===== src/rtl/alu_pkg.sv =====
// ============================================================================
// Module  : alu_pkg
// Brief   : Opcode encodings, FSM states and flag indices for alu_seq_top.
// Revision: 1.0
// ============================================================================
`default_nettype none

package alu_pkg;

    localparam int NB_FLAGS   = 4;
    localparam int FLAG_CARRY = 0;
    localparam int FLAG_ZERO  = 1;
    localparam int FLAG_OVF   = 2;
    localparam int FLAG_ERR   = 3;

    localparam logic [5:0] OP_ADD = 6'b100000;
    localparam logic [5:0] OP_SUB = 6'b100010;
    localparam logic [5:0] OP_AND = 6'b100100;
    localparam logic [5:0] OP_OR  = 6'b100101;
    localparam logic [5:0] OP_XOR = 6'b100110;
    localparam logic [5:0] OP_NOR = 6'b100111;
    localparam logic [5:0] OP_SRA = 6'b000011;
    localparam logic [5:0] OP_SRL = 6'b000010;

    localparam logic [0:0] ST_IDLE = 1'b0;
    localparam logic [0:0] ST_EXEC = 1'b1;

endpackage

`default_nettype wire


===== src/rtl/alu_btn_sync.sv =====
// ============================================================================
// Module  : alu_btn_sync
// Brief   : Multi-flop synchroniser plus rising-edge detector, one pulse per press.
// Revision: 1.0
// ============================================================================
`default_nettype none

module alu_btn_sync #(
    parameter int NB_SYNC = 2
) (
    input  logic clk,
    input  logic rst,
    input  logic btn,
    output logic pulse
);

    logic [NB_SYNC-1:0] sync;
    logic               sync_prev;

    always_ff @(posedge clk or posedge rst) begin
        if (rst) begin
            sync      <= '0;
            sync_prev <= 1'b0;
        end else begin
            sync      <= {sync[NB_SYNC-2:0], btn};
            sync_prev <= sync[NB_SYNC-1];
        end
    end

    assign pulse = sync[NB_SYNC-1] & ~sync_prev;

endmodule

`default_nettype wire


===== src/rtl/alu_seq_top.sv =====
// ============================================================================
// Module  : alu_seq_top
// Brief   : Registered ALU loaded from a shared switch bus by three buttons.
//           Optional accumulator chaining enabled by defining ALU_ACCUM_EN.
// Revision: 1.0
// ============================================================================
`default_nettype none

module alu_seq_top
    import alu_pkg::*;
#(
    parameter int NB_DATA = 8,
    parameter int NB_OP   = 6,
    parameter int NB_SYNC = 2
) (
    input  logic                i_clk,
    input  logic                i_reset,
    input  logic [NB_DATA-1:0]  i_data,
    input  logic                i_enable_1,
    input  logic                i_enable_2,
    input  logic                i_enable_3,
    output logic [NB_DATA-1:0]  o_data,
    output logic                o_carry,
    output logic                o_zero,
    output logic                o_overflow,
    output logic                o_err,
    output logic                o_valid,
    output logic [NB_DATA-1:0]  o_led_data,
    output logic [3:0]          o_led_flags
);

    localparam int SHW = $clog2(NB_DATA);

    logic [2:0]          btn_async;
    logic [2:0]          load_pulse;
    logic [NB_DATA-1:0]  a_reg;
    logic [NB_DATA-1:0]  b_reg;
    logic [NB_OP-1:0]    op_reg;
    logic                a_v;
    logic                b_v;
    logic                op_v;
    logic                pending;
    logic                go;
    logic [0:0]          state;
    logic [NB_DATA-1:0]  result;
    logic [NB_FLAGS-1:0] flags;
    logic                valid;

    logic [NB_DATA:0]    sum_add;
    logic [NB_DATA:0]    sum_sub;
    logic [SHW-1:0]      shamt;
    logic [NB_DATA-1:0]  alu_res;
    logic [NB_FLAGS-1:0] alu_flags;

    assign btn_async = {i_enable_3, i_enable_2, i_enable_1};

    generate
        for (genvar g = 0; g < 3; g++) begin : g_btn
            alu_btn_sync #(
                .NB_SYNC (NB_SYNC)
            ) u_sync (
                .clk   (i_clk),
                .rst   (i_reset),
                .btn   (btn_async[g]),
                .pulse (load_pulse[g])
            );
        end
    endgenerate

    // pending remembers that a load happened, so a load landing during EXEC re-triggers later
    assign go = (state == ST_IDLE) && pending && a_v && b_v && op_v;

    always_ff @(posedge i_clk or posedge i_reset) begin
        if (i_reset) begin
            a_reg   <= '0;
            b_reg   <= '0;
            op_reg  <= '0;
            a_v     <= 1'b0;
            b_v     <= 1'b0;
            op_v    <= 1'b0;
            pending <= 1'b0;
        end else begin
            if (load_pulse[0]) begin
                a_reg <= i_data;
                a_v   <= 1'b1;
            end
`ifdef ALU_ACCUM_EN
            else if (state == ST_EXEC) begin
                a_reg <= alu_res;
            end
`endif
            if (load_pulse[1]) begin
                b_reg <= i_data;
                b_v   <= 1'b1;
            end
            if (load_pulse[2]) begin
                op_reg <= i_data[NB_OP-1:0];
                op_v   <= 1'b1;
            end
            pending <= (pending & ~go) | (|load_pulse);
        end
    end

    always_ff @(posedge i_clk or posedge i_reset) begin
        if (i_reset) begin
            state  <= ST_IDLE;
            result <= '0;
            flags  <= '0;
            valid  <= 1'b0;
        end else begin
            valid <= 1'b0;
            case (state)
                ST_IDLE: begin
                    if (go) begin
                        state <= ST_EXEC;
                    end
                end
                ST_EXEC: begin
                    result <= alu_res;
                    flags  <= alu_flags;
                    valid  <= 1'b1;
                    state  <= ST_IDLE;
                end
                default: state <= ST_IDLE;
            endcase
        end
    end

    assign sum_add = {1'b0, a_reg} + {1'b0, b_reg};
    assign sum_sub = {1'b0, a_reg} + {1'b0, ~b_reg} + {{NB_DATA{1'b0}}, 1'b1};
    assign shamt   = b_reg[SHW-1:0];

    always_comb begin
        alu_res   = '0;
        alu_flags = '0;
        case (op_reg)
            NB_OP'(OP_ADD): begin
                alu_res               = sum_add[NB_DATA-1:0];
                alu_flags[FLAG_CARRY] = sum_add[NB_DATA];
                alu_flags[FLAG_OVF]   = (a_reg[NB_DATA-1] == b_reg[NB_DATA-1]) &&
                                        (alu_res[NB_DATA-1] != a_reg[NB_DATA-1]);
            end
            NB_OP'(OP_SUB): begin
                alu_res               = sum_sub[NB_DATA-1:0];
                alu_flags[FLAG_CARRY] = sum_sub[NB_DATA];
                alu_flags[FLAG_OVF]   = (a_reg[NB_DATA-1] != b_reg[NB_DATA-1]) &&
                                        (alu_res[NB_DATA-1] != a_reg[NB_DATA-1]);
            end
            NB_OP'(OP_AND): alu_res = a_reg & b_reg;
            NB_OP'(OP_OR):  alu_res = a_reg | b_reg;
            NB_OP'(OP_XOR): alu_res = a_reg ^ b_reg;
            NB_OP'(OP_NOR): alu_res = ~(a_reg | b_reg);
            NB_OP'(OP_SRA): alu_res = $unsigned($signed(a_reg) >>> shamt);
            NB_OP'(OP_SRL): alu_res = a_reg >> shamt;
            default: begin
                alu_res             = '0;
                alu_flags[FLAG_ERR] = 1'b1;
            end
        endcase
        alu_flags[FLAG_ZERO] = (alu_res == '0);
    end

    assign o_data      = result;
    assign o_carry     = flags[FLAG_CARRY];
    assign o_zero      = flags[FLAG_ZERO];
    assign o_overflow  = flags[FLAG_OVF];
    assign o_err       = flags[FLAG_ERR];
    assign o_valid     = valid;
    assign o_led_data  = result;
    assign o_led_flags = {flags[FLAG_ERR], flags[FLAG_OVF], flags[FLAG_ZERO], flags[FLAG_CARRY]};

endmodule

`default_nettype wire


===== config.mk =====
export PLATFORM = sky130hd
export DESIGN_NAME = alu_seq_top
export DESIGN_NICKNAME = d
export VERILOG_FILES = /design/src/rtl/alu_pkg.sv /design/src/rtl/alu_btn_sync.sv /design/src/rtl/alu_seq_top.sv
export SDC_FILE = /design/constraint.sdc
export NUM_CORES = 1
export LEC_CHECK = 0
export BUFFER_PORTS_ARGS = -buffer_cell sky130_fd_sc_hd__buf_2
export CORE_MARGIN = 8
export CORE_UTILIZATION = 54
export DETAILED_ROUTE_END_ITERATION = 7
export PLACE_DENSITY = 0.85
export SYNTH_ARGS = -nofsm -noshare
export SYNTH_HDL_FRONTEND = slang
export SYNTH_SLANG_ARGS = --single-unit

===== constraint.sdc =====
create_clock -name i_clk -period 2.6 [get_ports i_clk]
set_clock_uncertainty 0.05 [all_clocks]
set_input_delay 0.65 -clock i_clk [delete_from_list [all_inputs] [get_ports i_clk]]
set_output_delay 0.65 -clock i_clk [all_outputs]
set_load 0.1 [all_outputs]

# After elaboration in Yosys (flattened, before gate mapping)
# Index checks and enable logic that the tools add are counted.
[totals]
in_bits = 13
word_cells = 65
ff_bits = 49
out_inout_bits = 25
[classes]
add_sub_neg = 3
n_reduce_logical = 9
n_mux = 7
n_eq_ne = 12
bitwise = 15
shifts = 2
[ops]
columns = ["cell", "count"]
rows = [
  ["$pmux W8 S8", 1],
  ["$eq A6 B6 Y1 const B", 6],
  ["$add A8 B8 Y9", 2],
  ["$not A8 Y8", 2],
  ["$eq A6 B2 Y1 const B", 2],
  ["$add A9 B1 Y9 const B", 1],
  ["$and A8 B8 Y8", 1],
  ["$logic_not A8 Y1", 1],
  ["$or A8 B8 Y8", 1],
  ["$reduce_or A8 Y1", 1],
  ["$shr A8 B3 Y8", 1],
  ["$sshr A8 B3 Y8", 1],
  ["$xor A8 B8 Y8", 1],
  ["$logic_and A1 B1 Y1", 6],
  ["$pmux W1 S2", 3],
  ["$not A1 Y1", 5],
  ["$and A1 B1 Y1", 4],
  ["$mux W1", 3],
  ["$ne A1 B1 Y1", 3],
  ["$reduce_or A3 Y1", 1],
  ["$eq A1 B1 Y1", 1],
  ["$or A1 B1 Y1", 1],
]

# Logic depth before layout (Yosys ltp)
[logic_depth]
depth_word = 8
mapped_depth = 11
depth_no_buf = 10

# Hierarchy
# A second synthesis with hierarchy kept.
[hier_totals]
cells_unflattened = 368
hier_area_um2 = 3375.7
[by_module_without_submodules]
columns = ["mod", "instances", "area_per_inst_um2", "seq_area_each_um2", "cells_each"]
rows = [
  ["alu_seq_top", 1, 3098.0, 1001.0, 353],
  ["alu_btn_sync", 3, 92.6, 75.1, 5],
]

# Least setup slack after synthesis
# Ideal clock, no wire load.
[synth_path]
path_kind = "reg2reg"
startpoint = "register b_reg[1]"
endpoint = "register flags[1], in the netlist o_led_flags[1]"
setup_slack_ns = 0.065
stages_incl_launch_ff = 11
period_less_slack_ns = 2.535
arrival_time_ns = 2.381
path_buffers = 1
t_required_ns = 2.446
setup_ns = 0.104
path_cell_list = "dfrtp_1 > buf_2 > inv_1 > ha_1 > a21oi_2 > o211ai_2 > o41ai_4 > o22ai_1 > o21bai_2 > o2111ai_2 > o41ai_2"
[synth_via]
elab_chain_cells = 5
elab_cells_between_ends = 12
classes_between = "add/sub: 3; shift: 2; mux: 1; bitwise: 5; reduce/logical: 1"
[synth_rtl]
columns = ["element", "line_no", "source"]
rows = [
  ["start, declared", "alu_seq_top.sv:37", "logic [NB_DATA-1:0] b_reg;"],
  ["start signal, assigned", "alu_seq_top.sv:93", "b_reg <= i_data;"],
  ["$not A8 Y8", "alu_seq_top.sv:130", "assign sum_sub = {1'b0, a_reg} + {1'b0, ~b_reg} + {{NB_DATA{1'b0}}, 1'b1};"],
  ["$add A8 B8 Y9", "alu_seq_top.sv:130", ""],
  ["$add A9 B1 Y9", "alu_seq_top.sv:130", ""],
  ["$pmux W8 S8 *", "alu_seq_top.sv:136", "case (op_reg)"],
  ["$logic_not A8 Y1 *", "alu_seq_top.sv:160", "alu_flags[FLAG_ZERO] = (alu_res == '0);"],
  ["end signal, assigned", "alu_seq_top.sv:120", "flags <= alu_flags;"],
  ["end, declared", "alu_seq_top.sv:46", "logic [NB_FLAGS-1:0] flags;"],
]
# Mark *: on every way between the ends. The rest lies on a longest branch, timed or not.
# A chain may end at the register's enable or synchronous reset.

# Final worst setup path
[layout_path]
startpoint = "register a_reg[0]"
endpoint = "register result[6], in the netlist o_data[6]"
[layout_via]
elab_chain_cells = 3
elab_cells_between_ends = 6
classes_between = "add/sub: 3; shift: 2; mux: 1"
[layout_rtl]
columns = ["element", "line_no", "source"]
rows = [
  ["start, declared", "alu_seq_top.sv:36", "logic [NB_DATA-1:0] a_reg;"],
  ["start signal, assigned", "alu_seq_top.sv:84", "a_reg <= i_data;"],
  ["$add A8 B8 Y9", "alu_seq_top.sv:130", ""],
  ["$add A9 B1 Y9", "alu_seq_top.sv:130", ""],
  ["$pmux W8 S8 *", "alu_seq_top.sv:136", ""],
  ["end signal, assigned", "alu_seq_top.sv:119", "result <= alu_res;"],
  ["end, declared", "alu_seq_top.sv:45", "logic [NB_DATA-1:0] result;"],
]
# Marked as above.

==> summary.txt <==
Logic synthesis
  – Syn. warnings: 0
  – Largest family of logic cells by synthesized area: compound AO/OA/AOI/OAI gates
  – Complex-gate fraction of the synthesized area: roughly a fifth
  – Synth top area cells: dfrtp_1 35%, ha_1 8.7%, nand2_1 3.9%
  – Avg Cell Area, Syn: approximately 9.4 um^2
  – FFs w/ async S/R, synth: 100%
  – Seq/Total Area, Yosys: around 35%
  – Post-synth top flop: dfrtp_1
  – Number of synthesized flops with an enable pin: 0
  – Largest area contributor in the netlist: dfrtp_1
  – Simple-gate portion of the synthesized area: about 17%
  – Adder-Cell Fraction of Synth Area: under 10%
  – Most frequent cells after synthesis: 49 x dfrtp_1, 36 x nand2_1, 31 x nor2_1
  – Synth top area share: a little over a third
  – Top-count cell post-synth: dfrtp_1
  – Post-synthesis mux area share: under 10%
  – Number of synthesized register bits: 49
  – Synth unique cells: between 70 and 80
  – Xor-xnor portion of the synthesized cell area: under 10%
  – Synthesized area: 3460 um^2
  – Mapped Nets: around 410
  – Cells after Synth: 370

Route
  – Drt first pass iters: 5
  – Max layer used: met4
  – Post-DRT Antenna Nets: 0
  – DRC viols: 0
  – Initial DRC Count: about 240
  – Post-Route M1 WL: 3830 um
  – DRT Wirelength: a little over 9000 um
  – Met2 WL: around 4300 um
  – Vias per cell: slightly above 6
  – Wire length per cell: roughly 19 um
  – DR vias: 2998
  – Detailed route wirelength on metal3: 649 um

Worst setup path
  – Cell family with most CP delay: adder cells
  – Max stage delay on crit path: just over 400 ps
  – Endpoint class of the critical path: flip-flop
  – Buf/Inv on CP: 1
  – Crit path arrival time: approximately 2700 ps
  – CP Depth: 10
  – Worst path cell trace: inv_2, ha_2, fa_2, o21ba_1, or4_4, o211ai_2, o21ai_2, xnor2_2, o21ai_2, mux2_2
  – Worst reg2reg path depth: 10
  – Worst Path Required: 2760 ps
  – Most frequent CP cell: o21ai_2
  – Critical path peak fanout: 3
  – CP Class: reg -> reg
  – Slowest stage cell, crit path: or4_4
  – Setup crit start kind: flip-flop

Layout
  – Share of post-route cells with drive strength above 1: 30.2%
  – Antenna cells: 0
  – Multi-input gate area: around 2000 um^2
  – Final #Nets: roughly 450
  – Area Growth Syn to Fin: 12.4%
  – Fillers: approximately 530
  – Register Area: 1230 um^2

Power
  – PD cells: a little over 1000 nW/um^2
  – Leak Pwr: about 1.7 nW
  – IR drop worst, VDD: about 0.0012 V
  – Total power: ~4.0 mW

Die
  – Die Area: 9230 um^2
  – Initial Utilization: 55.2%
  – CORE AREA: ~6300 um^2
  – Number of top-level pins: 38
  – Die height: 96.1 um
  – Number of core rows: 29
  – Die width: ~96 um

Timing
  – Final TNS setup: 0 ps
  – Final worst path period need: between 2000 and 3000 ps
  – Final period utilization: between 90% and 100%
  – FMAX: 0.395 GHz
  – Worst Tran Pin Value: about 710 ps
  – Fin. max-slew vios: 0
  – Worst setup margin: roughly 70 ps
  – Worst rel slew slack: a little over half
  – Final Hold Viols: 0
  – RSZ-0062 raised after global routing: no
  – Final setup fails: 0

Flow run
  – Number of max-cap violations: 0

CTS
  – Num CTS Buffers: 5
  – Root buffer cell: clkbuf_8
  – # clock sinks: just under 50
  – Worst-path clk slew: 100 ps
  – TritonCTS clock tree: done
  – Clock tree buffer depth: 2
  – Number of hold buffers added after CTS: 0
  – Max H-tree Level: 2
  – Clk_lat worst skew: 310 ps

Placed design
  – Hpwl dp: 6930 um
  – DP Worst Slack: -37.6 ps
  – I/O Buffers: 37
  – Gpl congestion: around 0.98

Global routing
  – Vias in the first global route: a little under 3000
  – Antenna violations before repair: 0
  – GRT Resource Usage Total: between 20% and 30%
  – Largest net degree at the start of global routing: 50
  – Overflow after GRT: 0
  – First-pass GRT wire length: 14600 um

Outcome
  – Run status: finished clean

Hold path
  – Worst Hold Class: reg -> reg
  – Hold Path Cell Cnt: 0
==> final timing paths <==
check                      slack, ps                 endpoint               startpoint
setup / recovery                  70                o_data[6]                 a_reg[0]
hold / removal                   310  g_btn[2].u_sync.sync[1]  g_btn[2].u_sync.sync[0]
setup reg to reg                  70                o_data[6]                 a_reg[0]
hold reg to reg                  310  g_btn[2].u_sync.sync[1]  g_btn[2].u_sync.sync[0]
max in group asynchronous       1650                 b_reg[5]                  i_reset
min in group asynchronous        430  g_btn[1].u_sync.sync[1]                  i_reset
==> final cells by class <==
type	instances	share of cell area, %
clock inverter	3	0.643
tap	77	2.47
multi-input combinational	259	50.6
clock buffer	5	1.77
inverter	28	2.70
timing repair buffer	66	10.3
sequential	49	31.5
==> power breakdown <==
group | switching (mW) | internal [mW]
clock | 0.278 | 0.195
sequential | 0.123 | 0.912
combinational | 1.91 | 0.576
==> per-stage QoR <==
stage	util [%]	hold slack [ps]	cell area (um^2)	instances
floorplan	-	281	3460	370
global placement	59.4	286	3730	477
detailed placement	59.4	288	3730	477
CTS	61.0	314	3830	485
global route	62.0	316	3890	487
finish	62.0	312	3890	487
==> metal layers <==
metal	global-route usage, %	vias up
li1	-	1372
met1	26.4	1459
met2	32.2	134
met3	3.74	33
met4	11.5	0
met5	0	-
==> placed cells by master, fill, tap and decap left out, types with 3 or more instances in the layout <==
cell type  instances
inv_2              5
a21oi_1           14
a211oi_1           5
o21ai_0           27
nor3_1             7
ha_2               6
buf_4             29
nand2_1           36
clkbuf_8           5
mux2i_1            9
nor2_1            31
o211ai_1           5
inv_1             23
dfrtp_1           49
o31ai_1            3
mux4_2             4
nand4_1            6
o22ai_1            4
nand3_1            5
nor2b_1            6
or2_2              3
mux2_2             5
a311oi_1           3
o21bai_1           3
ha_1              17
buf_2             37
==> kinds of logic (layout without fill, tap and decap cells) <==
logic type / count (synthesis) / in the layout
xor+xnor: 4 / 4
mux: 18 / 18
simple gates: 116 / 116
compound gates: 95 / 95
flops: 49 / 49
fa+ha+maj: 26 / 26
buf+inv: 62 / 102
==> timing repair <==
| item | 4_1_cts | 5_1_grt |
|---|---|---|
| resized for setup | 2 | 16 |
| pin swaps | 0 | 5 |
| buffers inserted | 0 | 2 |
| setup endpoints to repair | 2 | 3 |
(Power assumes the default switching activity.)
